$ cat src/rtl/dzcpu_useq.sv
// ============================================================================
// Module  : dzcpu_useq
// Brief   : dzcpu micro-sequencer - opcode/CB dispatch, uop stepping,
//           flow-control decode and interrupt-flow insertion.
// Revision: 1.0
// ============================================================================
`default_nettype none

module dzcpu_useq #(
    parameter int                   UADDR_W      = 8,
    parameter int                   UOP_W        = 13,
    parameter logic [4:0]           JCB_OP       = 5'd2,
    parameter logic [UADDR_W-1:0]   INT_FLOW_IDX = 8'd172
) (
    input  logic                 iClock,
    input  logic                 iReset,
    input  logic [7:0]           iMemData,
    input  logic                 iMemReady,
    input  logic [UADDR_W-1:0]   iFlowIdx,
    input  logic [UADDR_W-1:0]   iCbFlowIdx,
    input  logic [UOP_W-1:0]     iUop,
    input  logic                 iStall,
    input  logic                 iFlagZ,
    input  logic                 iIntReq,
    output logic [7:0]           oMop,
    output logic [7:0]           oCbMop,
    output logic [UADDR_W-1:0]   oUaddr,
    output logic                 oUopValid,
    output logic [4:0]           oOperation,
    output logic [3:0]           oOperand,
    output logic                 oPcInc,
    output logic                 oFlagsUpdate,
    output logic                 oEof,
    output logic                 oIntAck,
    output logic                 oFault
);

    typedef enum logic [2:0] {
        S_FETCH    = 3'd0,
        S_DISPATCH = 3'd1,
        S_EXEC     = 3'd2,
        S_CBWAIT   = 3'd3,
        S_CBDISP   = 3'd4,
        S_HALT     = 3'd5
    } state_t;

    localparam logic [3:0] F_INC        = 4'd1;
    localparam logic [3:0] F_EOF        = 4'd2;
    localparam logic [3:0] F_INC_EOF    = 4'd3;
    localparam logic [3:0] F_EOF_FU     = 4'd4;
    localparam logic [3:0] F_INC_EOF_FU = 4'd5;
    localparam logic [3:0] F_INC_EOF_Z  = 4'd6;
    localparam logic [3:0] F_INC_EOF_NZ = 4'd7;
    localparam logic [3:0] F_UPD_FLAGS  = 4'd8;

    state_t state, state_next;

    logic [3:0] flow;
    logic [4:0] op;
    logic       exec_go;
    logic       is_inc;
    logic       is_fu;
    logic       is_term;
    logic       is_jcb;
    logic       at_top;

    assign flow   = iUop[12:9];
    assign op     = iUop[8:4];
    assign at_top = (oUaddr == {UADDR_W{1'b1}});

    always_comb begin
        exec_go      = (state == S_EXEC) && !iStall;
        is_inc       = (flow == F_INC) || (flow == F_INC_EOF) || (flow == F_INC_EOF_FU) ||
                       (flow == F_INC_EOF_Z) || (flow == F_INC_EOF_NZ);
        is_fu        = (flow == F_EOF_FU) || (flow == F_INC_EOF_FU) || (flow == F_UPD_FLAGS);
        is_term      = (flow == F_EOF) || (flow == F_INC_EOF) || (flow == F_EOF_FU) ||
                       (flow == F_INC_EOF_FU) || ((flow == F_INC_EOF_Z) && iFlagZ) ||
                       ((flow == F_INC_EOF_NZ) && !iFlagZ);
        is_jcb       = !is_term && (op == JCB_OP);

        oUopValid    = 1'b0;
        oOperation   = 5'd0;
        oOperand     = 4'd0;
        oPcInc       = 1'b0;
        oFlagsUpdate = 1'b0;
        oEof         = 1'b0;
        oIntAck      = 1'b0;
        state_next   = state;

        case (state)
            S_FETCH:    if (iMemReady) state_next = S_DISPATCH;
            S_DISPATCH: state_next = S_EXEC;
            S_CBWAIT:   if (iMemReady) state_next = S_CBDISP;
            S_CBDISP:   state_next = S_EXEC;
            S_EXEC: begin
                if (exec_go) begin
                    // A CB dispatch uop is hidden from the datapath but its flow strobes still fire.
                    oUopValid    = !is_jcb;
                    oOperation   = is_jcb ? 5'd0 : op;
                    oOperand     = is_jcb ? 4'd0 : iUop[3:0];
                    oPcInc       = is_inc;
                    oFlagsUpdate = is_fu;
                    oEof         = is_term;
                    oIntAck      = is_term && iIntReq;
                    if (is_term)
                        state_next = iIntReq ? S_EXEC : S_FETCH;
                    else if (is_jcb)
                        state_next = S_CBWAIT;
                    else if (at_top)
                        state_next = S_HALT;
                end
            end
            S_HALT:     state_next = S_HALT;
            default:    state_next = S_FETCH;
        endcase
    end

    always_ff @(posedge iClock or negedge iReset) begin
        if (!iReset) begin
            state  <= S_FETCH;
            oUaddr <= '0;
            oMop   <= 8'd0;
            oCbMop <= 8'd0;
            oFault <= 1'b0;
        end else begin
            state <= state_next;
            case (state)
                S_FETCH:    if (iMemReady) oMop <= iMemData;
                S_DISPATCH: oUaddr <= iFlowIdx;
                S_CBWAIT:   if (iMemReady) oCbMop <= iMemData;
                S_CBDISP:   oUaddr <= iCbFlowIdx;
                S_EXEC: begin
                    if (exec_go) begin
                        if (is_term) begin
                            if (iIntReq) oUaddr <= INT_FLOW_IDX;
                        end else if (!is_jcb) begin
                            // No wrap past the top of the ROM: flag and freeze instead.
                            if (at_top) oFault <= 1'b1;
                            else        oUaddr <= oUaddr + 1'b1;
                        end
                    end
                end
                default: ;
            endcase
        end
    end

endmodule

`default_nettype wire

$ cat config.mk
export PLATFORM = sky130hd
export DESIGN_NAME = dzcpu_useq
export DESIGN_NICKNAME = d
export VERILOG_FILES = /design/src/rtl/dzcpu_useq.sv
export SDC_FILE = /design/constraint.sdc
export NUM_CORES = 1
export LEC_CHECK = 0
export BUFFER_PORTS_ARGS = -buffer_cell sky130_fd_sc_hd__buf_2
export CAP_MARGIN = 0
export CORE_MARGIN = 3
export CORE_UTILIZATION = 30
export CTS_CLUSTER_SIZE = 10
export DETAILED_ROUTE_END_ITERATION = 10
export SLEW_MARGIN = 20
export SYNTH_ARGS = -nofsm -noshare
export SYNTH_HDL_FRONTEND = slang
export SYNTH_SLANG_ARGS = --single-unit
$ cat constraint.sdc
create_clock -name iClock -period 4.1 [get_ports iClock]
set_clock_uncertainty 0.15 [all_clocks]
set_input_delay 0 -clock iClock [delete_from_list [all_inputs] [get_ports iClock]]
set_output_delay 0 -clock iClock [all_outputs]
set_load 0.02 [all_outputs]
Yosys cells after proc, flatten, opt, wreduce, memory -nomap -nowiden
Cells that the tools add are included.

storage, ports and cells
  word-level logic and storage cells = 88
  bits of input ports = 43
  output and inout port bits = 39
  flip-flop bits (word level) = 28

operators by class
  reduce and logical (&&, ||, !) cells = 28
  multiplexer cells = 30
  bitwise gates (word level) = 2
  add/sub/neg operators = 1
  eq/ne operators = 22

operators by type and width
  operator                                                                number
  8-bit 2-to-1 mux                                                        5
  8-bit case mux with 3 select lines                                      1
  3-bit 2-to-1 mux                                                        6
  4-bit by 3-bit equality test with 1-bit output (second input constant)  4
  5-bit 2-to-1 mux                                                        3
  3-bit case mux with 5 select lines                                      1
  4-bit 2-to-1 mux                                                        3
  1-bit logical OR                                                        11
  1-bit 2-to-1 mux                                                        10
  5-bit AND reduction                                                     2
  3-bit != test (second input constant)                                   3
  8-bit by 1-bit adder with 8-bit output (second input constant)          1
  4-bit by 2-bit equality test with 1-bit output (second input constant)  2
  8-bit equality test (second input constant)                             1
  3-bit by 2-bit equality test with 1-bit output (second input constant)  2
  3-bit equality test (second input constant)                             2
  2-bit != test (second input constant)                                   3
  5-bit by 2-bit equality test with 1-bit output (second input constant)  1
  1-bit logical AND                                                       5
  4-bit by 1-bit equality test with 1-bit output (second input constant)  1
  4-bit equality test (second input constant)                             1
  1-bit logical NOT                                                       4
  4-bit != test (second input constant)                                   1
  2-bit AND reduction                                                     2
  other kinds (7)                                                         8

Depth between registers and ports, before layout
Gate-level depths: netlist of run 1.

  depth in word-level cells = 12
  mapped depth = 7
  depth with buffers taken out = 6

Least setup slack after synthesis of run 1
No wires, ideal clock.

  path type = register to register
  from = register state[2]
  to = register oUaddr[0]
  clock period less this slack = 2099 ps
  path buffers = 2
  library setup time = 125 ps
  arrival time = 1824 ps
  setup slack = 2001 ps
  stages on the path, launching flop included = 8
  data required time = 3825 ps
  cell sequence = dfrtp_1 > buf_4 > or3b_1 > buf_2 > a2111oi_4 > a31oi_4 > nand2_8 > mux2_4

on the way
  longest elaborated chain between the ends = 4
  elaborated cells between the ends (all ways) = 11
  those cells by class = eq/ne (7); mux (1); reduce/logical (3)

RTL lines
  element                                         line     RTL
  from (decl)                                     56       state_t state, state_next;
  from (signal assigned)                          126      state <= state_next;
  3-bit by 2-bit equality test with 1-bit output  72, 127
  1-bit logical AND                               72       exec_go = (state == S_EXEC) && !iStall;
  2-bit != test (no source line)                  -
  5-bit AND reduction (no source line)            -
  to (signal assigned)                            129      S_DISPATCH: oUaddr <= iFlowIdx;
  to (signal assigned)                            131      S_CBDISP: oUaddr <= iCbFlowIdx;
  to (signal assigned)                            139      else oUaddr <= oUaddr + 1'b1;
  to (decl)                                       27       output logic [UADDR_W-1:0] oUaddr,

Several ways; a longest one is shown, not always the timed one.
A chain may end at the register's enable or synchronous reset.

Worst setup path after layout of run 1
  from = register state[1]
  to = register oUaddr[0]

Same word-level chain as after synthesis.

==> results of run 1 <==
## tightest hold or removal path, stage by stage
cell	delay (ns)
buf_2	0.13
nor4b_4	0.08
a31o_2	0.20
## per-layer routing
layer | vias up | share of wire (%) | track usage, %
met3 | 4 | 5.1 | 1.88
met1 | 866 | 46 | 20.6
li1 | 864 | - | -
met4 | 0 | 0.90 | 3.51
met5 | - | 0 | 0
met2 | 51 | 48 | 23.1
## layout make-up
class / count / area, sq um
multi-input cells: 139 / 1070
fillers: 569 / 3100
inverters: 2 / 7.51
well taps: 72 / 90.1
flip-flops and latches: 28 / 701
clock inverters: 1 / 30.0
clock buffers: 3 / 41.3
repair buffers: 104 / 636
## registers in the layout, indices dropped and copies added (netlist names)
signal and flops:
oUaddr 8, oMop 8, state 3, oFault 1, oCbMop 8
## kinds of logic (layout without fill, tap and decap cells)
logic type / after synthesis / in the layout / synth area share [%]
simple gates: 72 / 72 / 25.3
compound gates: 45 / 45 / 19.9
flops: 28 / 28 / 38.6
mux: 20 / 20 / 12.7
buf+inv: 8 / 110 / 2.41
fa+ha+maj: 1 / 1 / 0.689
xor+xnor: 1 / 1 / 0.482
## through the flow
stage	hold slack (ns)	utilization [%]
final	0.0171	45.4
after global routing	0.0381	45.4
after global placement	-0.0882	40.1
after detailed placement	-0.0830	40.1
after floorplan	-0.446	-
after CTS	0.0106	45.4
## report_power, final
| group | leakage [uW] | total, uW | internal, uW | switching (uW) |
|---|---|---|---|---|
| logic | 0.000806 | 1010 | 463 | 552 |
| registers | 0.000339 | 570 | 410 | 160 |
| clock network | 0.0000357 | 222 | 131 | 90.8 |
| total | 0.00118 | 1810 | 1000 | 803 |
## worst max-delay path by stage
stage	start	endpoint	slack (ns)	cells after the start
final	state[1]	oUaddr[0]	1.24	6
after floorplan	state[2]	oUaddr[0]	2.00	7
after global placement	state[1]	oUaddr[0]	1.70	5
after CTS	state[1]	oUaddr[0]	1.24	6
after global routing	state[1]	oUaddr[0]	1.01	6
after detailed placement	state[1]	oUaddr[3]	1.65	5
## cells in the final DEF (no fill, tap or decap), types with 2 or more instances in the layout
cell type and instances:
nand4_1 2, a22oi_1 2, nor2b_1 5, and3_1 2
a31oi_1 3, mux2_2 16, nand2b_1 4, a221oi_1 5
dfrtp_1 28, or3_1 2, nand3_1 4, and2_1 10
mux2_4 2, nor2_1 12, o2bb2ai_1 3, o21ai_0 8
dlygate4sd3_1 23, nand2_1 13, nor3_1 5, inv_1 2
clkbuf_8 3, a21oi_1 9, buf_2 81, nor3b_4 2
mux2i_1 2, a31oi_4 2, nor3b_1 2
==> run summary, run 1 <==
pre-CTS setup slack - 1.65 ns
hold crit path type - in2reg
Worst R2R Start - state[1]
Hold EP - oFault
Reg clk slew, reported paths - 0.10 ns
Hold Violations, Final - 0
status - completed
clk root buf - clkbuf_8
Sink Count - 28
count leader, synth - dfrtp_1
hold path depth - 3
Ports - 82
drt wl/cell - 14.3 um
Critical Path, Cell by Cell - nor3b_4 -> nor2_2 -> a22oi_1 -> dlygate4sd3_1 -> o21ai_0 -> mux2_4
largest net degree at the start of global routing - 29
Total Nets Final - 322
#FFs+latches synth - 28
Netlist cell types - 52
critical path arrival - 2.89 ns
Syn Nets - 219
fin cells - 349
Cell Pwr Density - 701 mW/mm^2
share of cells above drive strength 1 - 41.5%
largest area contributor in the synthesized netlist - dfrtp_1
via-per-instance ratio - 5.11
crit path time final - 2.86 ns
max-slew violations - 0
Vias - 1785
CTS Hold Buffers Added - 23
Post-Synthesis Cells - 175
GRT overflow - 0
CTS resizes - 0
cell area after synthesis - 0.00182 sq mm
die area - 0.00703 sq mm
Die W - 83.8 um
starting density of the core - 32.0%
critical path's top delay family - simple AND/OR/NAND/NOR gates
initial DRC count - 89
Final Power - 1810 uW
I/O Buffers - 81
Final setup violation count - 0
asr flop ratio synth - 100%
first-pass GRT wire length - 8630 um
Syn Area/Cell - 10.4 sq um
max-cap violation count - 0
register-to-register setup slack - 1.24 ns
postcts setup bufs - 0
CP required - 4.13 ns
WP buf/inv - 1
TNS Setup - 0 ns
sequential share of the synthesized area - 38.6%
RSZ-0062 raised after global routing - no
FF-to-FF End - oUaddr[0]
total of warnings raised by yosys - 0
Slew @ Worst Pin - 0.959 ns
CP peak stage delay - 0.73 ns
Total Wirelength - 4990 um
CP Launch Type - register
Placer Congestion - 0.819
TritonCTS clock tree - built
cell leakage power - 0.00118 uW
number of global-route vias before repair - 1770
top cells by area, synth - dfrtp_1 (39%), mux2_2 (9.9%), and2_1 (3.4%), nand2_1 (2.7%), a21oi_1 (2.5%)
overall routing resource usage - 14.5%
CP max FO - 19
Clock Tree Buf Depth - 2
placed insts - 322
r2r worst-path depth - 6
H-tree levels - 1
Commonest cells post-synth - dfrtp_1 (28), mux2_2 (16), nand2_1 (13), nor2_1 (12), and2_1 (10)
Clk Latency, worst-skew pair - 0.28 ns
slowest CP cell - dfrtp_1
worst IR drop on VDD - 222 uV
FP Rows - 27
Residual DRC - 0
antenna viol nets, final - 0
critical path capture point type - register
Period Utilization, post-route - 69.8%
Post-synth top flop - dfrtp_1
P&R area growth vs syn - 41.9%
Core ar. - 0.00568 sq mm
EDFF count, synth - 0
Hold Path Origin - iStall
worst setup margin - 1.24 ns
Crit Path Class - reg2reg
cell area after layout - 0.00258 sq mm
TritonRoute pass-1 iters - 5
die height - 83.8 um
post-synth top area share - 38.6%
antenna cells - 0
DP Area - 0.00228 sq mm
initial antenna violation count - 0
Slew headroom - 35.9%
Peak Freq - 349 MHz
CTS Buf Count - 3
dpl hpwl - 3800 um
Note: power is estimated with default switching activity, not from simulation.
==> inputs of run 2 (changes only) <==
- ABC_AREA: default -> 1
- clock period: 4.1 -> 3 ns (I/O delays scaled with it)
==> run summary, run 2 <==
cell internal pwr - 1080 uW
first-pass GRT wire length - 8080 um
cell leakage power - 0.00147 uW
met3 WL - 384 um
critical path capture point type - register
TritonCTS clock tree - built
via-per-instance ratio - 4.29
Period Utilization, post-route - 69.3%
Clock Tree Buf Depth - 2
fillers - 594
worst IR drop on VDD - 465 uV
Gate power share - 56.8%
Clock power frac - 9.2%
max-cap violation count - 0
max-slew violations - 0
drt wl/cell - 10.8 um
Syn Area/Cell - 6.86 sq um
Total Wirelength - 4670 um
Post-synth top flop - dfrtp_1
FP Rows - 27
CP max FO - 7
Total Nets Final - 408
CTS Buf Count - 3
Metal-1 WL - 2310 um
P&R area growth vs syn - 38.1%
Ports - 82
die height - 83.7 um
Slew @ Worst Pin - 0.609 ns
sequential share of the synthesized area - 38.7%
cell area after synthesis - 0.00181 sq mm
Reg clk slew, reported paths - 0.09 ns
TNS Setup - 0 ns
share of cells above drive strength 1 - 30.4%
post-synth top area share - 38.7%
Peak Freq - 481 MHz
CP Launch Type - register
die area - 0.00700 sq mm
initial antenna violation count - 0
#FFs+latches synth - 28
clk root buf - clkbuf_8
Crit Path Class - reg2reg
H-tree levels - 1
asr flop ratio synth - 100%
crit path time final - 2.08 ns
hold crit path type - in2reg
total of warnings raised by yosys - 0
Post-Synthesis Cells - 264
Netlist cell types - 27
largest net degree at the start of global routing - 29
most frequent cells in the layout - nand2_1 (94), buf_2 (81), inv_1 (36)
Clk Latency, worst-skew pair - 0.26 ns
top cells by area, synth - dfrtp_1 (39%), nand2_1 (19%), inv_1 (7.5%), o21ai_0 (6.1%), nor2_1 (5.0%)
metal2 WL - 1960 um
CP required - 3.01 ns
EDFF count, synth - 0
Sequential Area - 701 sq um
overall routing resource usage - 13.5%
I/O Buffers - 81
Die W - 83.7 um
TritonRoute pass-1 iters - 4
Top Layer Used - met4
GRT overflow - 0
Hold Violations, Final - 0
starting density of the core - 31.9%
Syn Nets - 308
critical path arrival - 2.09 ns
Core ar. - 0.00568 sq mm
number of global-route vias before repair - 1794
status - completed
Final setup violation count - 0
Placer Congestion - 0.800
Vias - 1860
Commonest cells post-synth - nand2_1 (94), inv_1 (36), dfrtp_1 (28), nor2_1 (24), o21ai_0 (22)
area of the multi-input gates - 942 sq um
antenna cells - 0
antenna viol nets, final - 0
Cell Pwr Density - 842 mW/mm^2
share of power burned in registers - 34.0%
Sw Pwr - 1030 uW
initial DRC count - 91
dpl hpwl - 3670 um
largest area contributor in the synthesized netlist - dfrtp_1
worst hold margin - 0.0280 ns
Slew headroom - 59.4%
commonest non-fill, non-tap cell in the layout - nand2_1
Sink Count - 28
Regs by FF count - oCbMop (8), oMop (8), oUaddr (8)
RSZ-0062 raised after global routing - no
Residual DRC - 0
CTS resizes - 0
count leader, synth - nand2_1
Sw Share - 48.9%
==> run 2: cell families (layout without fill, tap and decap cells) <==
logic type	count (synthesis)	after routing	share of synthesized area, %
AOI/OAI and AO/OA	33	33	10.9
xor gates and xnor gates	3	3	1.45
adders and majority gates	1	1	0.691
buffers and inverters	44	142	9.26
DFF	28	28	38.7
and+or+nand+nor	155	155	39.0
==> run 2: path summary, 6_finish.rpt <==
path                            from   endpoint  slack (ns)  depth (start not counted)
setup / recovery           oUaddr[0]  oUaddr[2]        0.92                          7
hold reg to reg               oFault     oFault        0.32                          1
min in group asynchronous     iReset  oCbMop[5]        0.13                          2
hold / removal                iStall     oFault        0.03                          3
max in group asynchronous     iReset  oUaddr[7]        2.17                          2
setup reg to reg           oUaddr[0]  oUaddr[2]        0.92                          7
==> run 2: routing by layer <==
metal / vias up / track usage, %
li1: 1015 / -
met1: 774 / 18.7
met3: 2 / 2.86
met4: 0 / 3.07
met2: 69 / 21.6
met5: - / 0
==> run 2: critical path: stages (launching register included) <==
cell and delay (ns):
dfrtp_1 0.48, ha_1 0.26, xor2_1 0.14, o21ai_0 0.16, nand3_1 0.08, dlygate4sd3_1 0.56, nand2_1 0.08, nand2_1 0.05
==> run 2: power by group through the flow <==
stage,clock [uW],combinational (uW),sequential [uW]
detailed placement,0,1170,713
floorplan,0,644,878
CTS,205,1210,714
global placement,0,1160,718
global route,221,1360,741
finish,194,1200,716
==> run 2: area by class of cell <==
cell class              instances  share of cell area [%]
inverters                      42                    6.41
well taps                      72                    3.60
multi-input cells             192                    37.7
clock buffers                   3                    1.65
repair buffers                 97                    22.6
flip-flops and latches         28                    28.0
==> run 2: timing repair <==
item / CTS / global route
hold buffers: 16 / 0
setup buffers: 0 / 0
endpoints found under the hold margin: 48 / 0
==> run 2: through the flow <==
step / setup WS (ns) / util [%] / cells / instance area [sq um] / total power, uW
2_1_floorplan: 1.31 / - / 264 / 1810 / 1520
3_3_place_gp: 1.21 / 40.5 / 415 / 2300 / 1880
3_5_place_dp: 1.20 / 40.5 / 415 / 2300 / 1880
4_1_cts: 0.935 / 44.0 / 434 / 2500 / 2130
5_1_grt: 0.766 / 44.0 / 434 / 2500 / 2330
6_report: 0.921 / 44.0 / 434 / 2500 / 2110
